[src/rtl/weight_load_ctrl_pkg.sv]
// Shared configuration for the weight column loader: default sizes, state
// encoding and the counter width helper.
package weight_load_ctrl_pkg;

    localparam int DATASIZE    = 8;
    localparam int ARRAYHEIGHT = 4;

    typedef enum logic [2:0] {
        ST_IDLE   = 3'd0,
        ST_FETCH  = 3'd1,
        ST_LOADED = 3'd2,
        ST_DRAIN  = 3'd3,
        ST_DONE   = 3'd4
    } wl_state_e;

    // Wide enough to hold DEPTH itself, not just DEPTH-1.
    function automatic int cnt_w(input int depth);
        return $clog2(depth + 32'sd1);
    endfunction

endpackage

[src/rtl/weight_load_ctrl_ws_read_pipe.sv]
// Aligns the weight buffer read strobe with its 1-cycle-late read data to
// produce the shift register load strobe and data word.
module ws_read_pipe #(
    parameter int DATA_W = 8
) (
    input  logic              clk_i,
    input  logic              rst_ni,
    input  logic              rd_en_i,
    input  logic [DATA_W-1:0] rdata_i,
    output logic              load_en_o,
    output logic [DATA_W-1:0] data_o
);

    logic load_en_q;

    // Delay the read strobe by one cycle to match the buffer latency.
    always_ff @(posedge clk_i or negedge rst_ni) begin
        if (!rst_ni) begin
            load_en_q <= 1'b0;
        end else begin
            load_en_q <= rd_en_i;
        end
    end

    // Read data is valid in the cycle the delayed strobe is high; gate it otherwise.
    always_comb begin
        data_o = '0;
        if (load_en_q) begin
            data_o = rdata_i;
        end else begin
            data_o = '0;
        end
    end

    assign load_en_o = load_en_q;

endmodule

[src/rtl/weight_load_ctrl.sv]
// Fetches one weight column from the buffer into the column shift register and
// drains it into the PE column on request. Build option: WEIGHT_ASCEND_EN
// (when defined, fetch addresses descend so the drain delivers base first).
module weight_load_ctrl
    import weight_load_ctrl_pkg::*;
#(
    parameter int DATA_W = DATASIZE,
    parameter int DEPTH  = ARRAYHEIGHT,
    parameter int ADDR_W = 10
) (
    input  logic              clk,
    input  logic              rst,
    input  logic              start,
    input  logic [ADDR_W-1:0] base_addr,
    input  logic              drain_req,
    output logic              busy,
    output logic              loaded,
    output logic              done,
    output logic              mem_rd_en,
    output logic [ADDR_W-1:0] mem_addr,
    input  logic [DATA_W-1:0] mem_rdata,
    output logic              ws_load_en,
    output logic [DATA_W-1:0] ws_in,
    output logic              ws_out_en
);

    localparam int CNT_W = cnt_w(DEPTH);
    localparam logic [CNT_W-1:0] CNT_LAST = CNT_W'(DEPTH - 1);

    wl_state_e         state_q, state_d;
    logic [CNT_W-1:0]  rd_cnt_q, rd_cnt_d;
    logic [CNT_W-1:0]  drain_cnt_q, drain_cnt_d;
    logic [ADDR_W-1:0] base_q, base_d;
    logic              mem_rd_en_q, mem_rd_en_d;
    logic [ADDR_W-1:0] mem_addr_q, mem_addr_d;
    logic              busy_q, loaded_q, done_q, ws_out_en_q;
    logic              load_en_s;
    logic [DATA_W-1:0] load_data_s;

    // Buffer address for the idx-th read of a column; wraps silently.
    function automatic logic [ADDR_W-1:0] addr_of(input logic [ADDR_W-1:0] b,
                                                  input logic [CNT_W-1:0]  idx);
`ifdef WEIGHT_ASCEND_EN
        return b + ADDR_W'(CNT_LAST - idx);
`else
        return b + ADDR_W'(idx);
`endif
    endfunction

    // Next-state, counter and read-strobe logic.
    always_comb begin
        state_d     = state_q;
        rd_cnt_d    = rd_cnt_q;
        drain_cnt_d = drain_cnt_q;
        base_d      = base_q;
        mem_rd_en_d = 1'b0;
        mem_addr_d  = '0;
        case (state_q)
            ST_IDLE: begin
                if (start) begin
                    state_d     = ST_FETCH;
                    base_d      = base_addr;
                    rd_cnt_d    = '0;
                    mem_rd_en_d = 1'b1;
                    mem_addr_d  = addr_of(base_addr, '0);
                end else begin
                    state_d = ST_IDLE;
                end
            end
            ST_FETCH: begin
                if (mem_rd_en_q) begin
                    if (rd_cnt_q == CNT_LAST) begin
                        mem_rd_en_d = 1'b0;
                    end else begin
                        rd_cnt_d    = rd_cnt_q + CNT_W'(1);
                        mem_rd_en_d = 1'b1;
                        mem_addr_d  = addr_of(base_q, rd_cnt_q + CNT_W'(1));
                    end
                end else if (load_en_s) begin
                    // Reads finished and this is the final load beat.
                    state_d = ST_LOADED;
                end else begin
                    state_d = ST_FETCH;
                end
            end
            ST_LOADED: begin
                if (drain_req) begin
                    state_d     = ST_DRAIN;
                    drain_cnt_d = '0;
                end else begin
                    state_d = ST_LOADED;
                end
            end
            ST_DRAIN: begin
                if (drain_cnt_q == CNT_LAST) begin
                    state_d = ST_DONE;
                end else begin
                    drain_cnt_d = drain_cnt_q + CNT_W'(1);
                end
            end
            ST_DONE: begin
                state_d = ST_IDLE;
            end
            default: begin
                state_d = ST_IDLE;
            end
        endcase
    end

    // State, counters and registered status outputs.
    always_ff @(posedge clk or negedge rst) begin
        if (!rst) begin
            state_q     <= ST_IDLE;
            rd_cnt_q    <= '0;
            drain_cnt_q <= '0;
            base_q      <= '0;
            mem_rd_en_q <= 1'b0;
            mem_addr_q  <= '0;
            busy_q      <= 1'b0;
            loaded_q    <= 1'b0;
            done_q      <= 1'b0;
            ws_out_en_q <= 1'b0;
        end else begin
            state_q     <= state_d;
            rd_cnt_q    <= rd_cnt_d;
            drain_cnt_q <= drain_cnt_d;
            base_q      <= base_d;
            mem_rd_en_q <= mem_rd_en_d;
            mem_addr_q  <= mem_addr_d;
            busy_q      <= (state_d != ST_IDLE);
            loaded_q    <= (state_d == ST_LOADED);
            done_q      <= (state_d == ST_DONE);
            ws_out_en_q <= (state_d == ST_DRAIN);
        end
    end

    ws_read_pipe #(
        .DATA_W (DATA_W)
    ) u_read_pipe (
        .clk_i     (clk),
        .rst_ni    (rst),
        .rd_en_i   (mem_rd_en_q),
        .rdata_i   (mem_rdata),
        .load_en_o (load_en_s),
        .data_o    (load_data_s)
    );

    assign busy       = busy_q;
    assign loaded     = loaded_q;
    assign done       = done_q;
    assign mem_rd_en  = mem_rd_en_q;
    assign mem_addr   = mem_addr_q;
    assign ws_load_en = load_en_s;
    assign ws_in      = load_data_s;
    assign ws_out_en  = ws_out_en_q;

endmodule

[config.mk]
export PLATFORM = sky130hd
export DESIGN_NAME = weight_load_ctrl
export DESIGN_NICKNAME = d
export VERILOG_FILES = /design/src/rtl/weight_load_ctrl_pkg.sv /design/src/rtl/weight_load_ctrl_ws_read_pipe.sv /design/src/rtl/weight_load_ctrl.sv
export SDC_FILE = /design/constraint.sdc
export NUM_CORES = 1
export LEC_CHECK = 0
export CORE_ASPECT_RATIO = 1.75
export CORE_MARGIN = 10
export CORE_UTILIZATION = 49
export CTS_BUF_LIST = sky130_fd_sc_hd__clkbuf_2
export DETAILED_ROUTE_END_ITERATION = 16
export GPL_ROUTABILITY_DRIVEN = 0
export GPL_TIMING_DRIVEN = 0
export HOLD_SLACK_MARGIN = 0.05
export PLACE_DENSITY = 0.82
export SYNTH_ARGS = -nofsm -noshare
export SYNTH_HDL_FRONTEND = slang
export SYNTH_SLANG_ARGS = --single-unit
[constraint.sdc]
create_clock -name clk -period 2.7 [get_ports clk]
set_clock_uncertainty 0.2 [all_clocks]
set_input_delay 0.675 -clock clk [delete_from_list [all_inputs] [get_ports clk]]
set_output_delay 0.675 -clock clk [all_outputs]
set_load 0.01 [all_outputs]
==> results.txt <==
Worst Hold Class - in -> async
WL per Instance - 16.05 µm
IO Count - 46
min cycle time layout - 2.669 ns
DRC - 0
top cell type's share of synthesized area - 53.35%
synth warn - 0
Routed Antenna Nets - 0
Final Setup Violations - 0
syn_area_per_cell - 9.830 µm²
Die W - 63.76 µm
Max-slew headroom - 49.22%
worst-margin pin slew - 0.7617 ns
final wirelength - 4222 µm
Post-Synthesis Cell Area - 1642 µm²
root buf cell - clkbuf_2
CTS sink count - 35
syn nets - 197
Fin. Hold Viols - 0
area of the multi-input gates - 724.4 µm²
initial antenna violation count - 0
DRT iter0 DRCs - 92
final slew viol count - 0
Post-CTS Setup Repair Bufs - 0
setup TNS - 0 ns
type of the worst setup path - in -> out
first-pass GRT wire length - 6969 µm
Row Count - 27
Worst setup EP type - output pin
layout cells sized above 1 - 6.364%
most common cell after layout, fill and taps aside - nand2_1
RSZ-0062 raised after global routing - false
#FFs+latches synth - 35
largest area contributor in the netlist - dfrtp_1
top fanout value on the critical path - 1
GR Overflow Total - 0
CP startpoint kind - input port
Die Y-Extent - 96.57 µm
maximum vdd drop - 0.0005647 V
Ant. Diodes - 0
largest net degree at the start of global routing - 36
crit share post-route - 98.84%
drt pass-1 iters - 4
Syn Inst Count - 167
run status - finished clean
All-Layer GR Usage - 14.73%
Seq/Total Area, Yosys - 53.35%
commonest non-fill, non-tap cells in the layout - nand2_1, clkdlybuf4s50_1, dfrtp_1, o21ai_0, and2_1
fillers - 265
FMAX - 374.7 MHz
maximum level of the CTS H-tree - 2
Placeable Area - 3176 µm²
fin nets - 249
clock slew at reported path FFs - 0.19 ns
Req. time, crit path - 1.82 ns
clk_lat worst skew - 0.40 ns
crit path DAT - 1.79 ns
Initial Utilization - 51.69%
TritonCTS clock tree - built
CTS Buffer Depth - 2
synth-to-layout area growth - 34.76%
DPL Wire Length - 3324 µm
hold_ws - 0.1113 ns
top post-synthesis cells by area - dfrtp_1, nand2_1, ha_1
PwrDens - 983.0 nW/µm²
Port Buffer Count - 45
die area - 6157 µm²
via count - 1,362
vias in the first global route - 1,483
static leakage - 1.111 nW
max-cap check violation count - 0
vias per std cell - 5.179
post-synthesis cell type count - 32
final core occ - 69.66%
Reg area - 875.8 µm²
total CTS buffers - 5
==> cells in the mapped netlist, drive strengths merged <==
library cell,n
o41ai,1
nand3,6
buf,3
o211ai,1
nor3,1
nor4b,1
ha,7
nand4,3
fa,1
a21oi,5
a22oi,1
and4b,1
a22o,1
nand4b,1
and2,9
and2b,1
inv,6
or4,1
nand2,44
a21o,1
nor2b,2
xnor2,2
nor3b,1
o21ai,14
nand2b,1
and3,2
mux2,1
clkbuf,1
dfrtp,35
xor2,5
nor2,8
==> routing by layer <==
layer / up-vias / GRT usage (%) / part of all wire, %
met1: 652 / 12.30 / 33
met2: 39 / 30.13 / 60
met4: 0 / 6.593 / 2.2
li1: 661 / - / -
met3: 10 / 4.839 / 4.6
met5: - / 0 / 0
==> final cells by class <==
type,count,area share [%]
flip-flops and latches,35,39.59
clock inverters,3,1.753
multi-input cells,122,32.75
repair buffers,45,20.48
well taps,43,2.432
inverters,6,1.018
plain buffers,4,0.8484
clock buffers,5,1.131
==> critical path, cell delays in order <==
cell             delay, ns
clkdlybuf4s50_1       0.45
and2_1                0.12
clkdlybuf4s50_1       0.55
==> logic make-up after synthesis <==
logic type	after synthesis	synth area share, %
AO/OA/AOI/OAI	24	8.232
multiplexers	1	0.6859
AND/OR/NAND/NOR	82	24.92
adder cells (fa/ha/maj)	8	6.555
XOR/XNOR	7	3.735
buffers and inverters	10	2.515
flip-flops	35	53.35
==> final timing paths <==
check	startpoint	endpoint	slack [ns]	cells after the start
setup / recovery	mem_rdata[5]	ws_in[5]	0.03	3
hold / removal	rst	loaded	0.11	1
setup reg to reg	rd_cnt_q[0]	mem_addr[9]	0.22	8
hold reg to reg	drain_cnt_q[2]	drain_cnt_q[2]	0.31	2
max in group asynchronous	rst	mem_addr[8]	1.70	1
min in group clk	drain_cnt_q[2]	drain_cnt_q[2]	0.31	2
==> sequential cells by signal, summed over array words and instances (netlist names) <==
signal and cells:
drain_cnt_q 3, mem_rd_en 1, done 1, u_read_pipe.load_en_o 1
loaded 1, base_q 10, busy 1, rd_cnt_q 3
mem_addr 10, state_q 3, ws_out_en 1
==> per-stage QoR <==
step	setup slack (ns)	area, µm²	total power, mW	cells
6_report	0.03137	2212	2.175	263
5_1_grt	0.004881	2212	2.337	263
4_1_cts	0.001166	2205	2.203	263
3_5_place_dp	0.005374	2141	1.865	255
3_3_place_gp	0.05021	2146	1.797	255
2_1_floorplan	0.4092	1642	1.431	167
==> where the power goes <==
part	internal, mW	total, mW	switching [mW]
sequential	0.712	0.891	0.179
clock	0.152	0.335	0.182
combinational	0.456	0.949	0.493
total	1.32	2.17	0.854
==> timing repair <==
action,CTS,global route
hold buffers,0,0
endpoints found under the setup margin,0,3
gates resized for setup,0,3
endpoints found under the hold margin,0,0
Power figures use the tool's default switching activity.
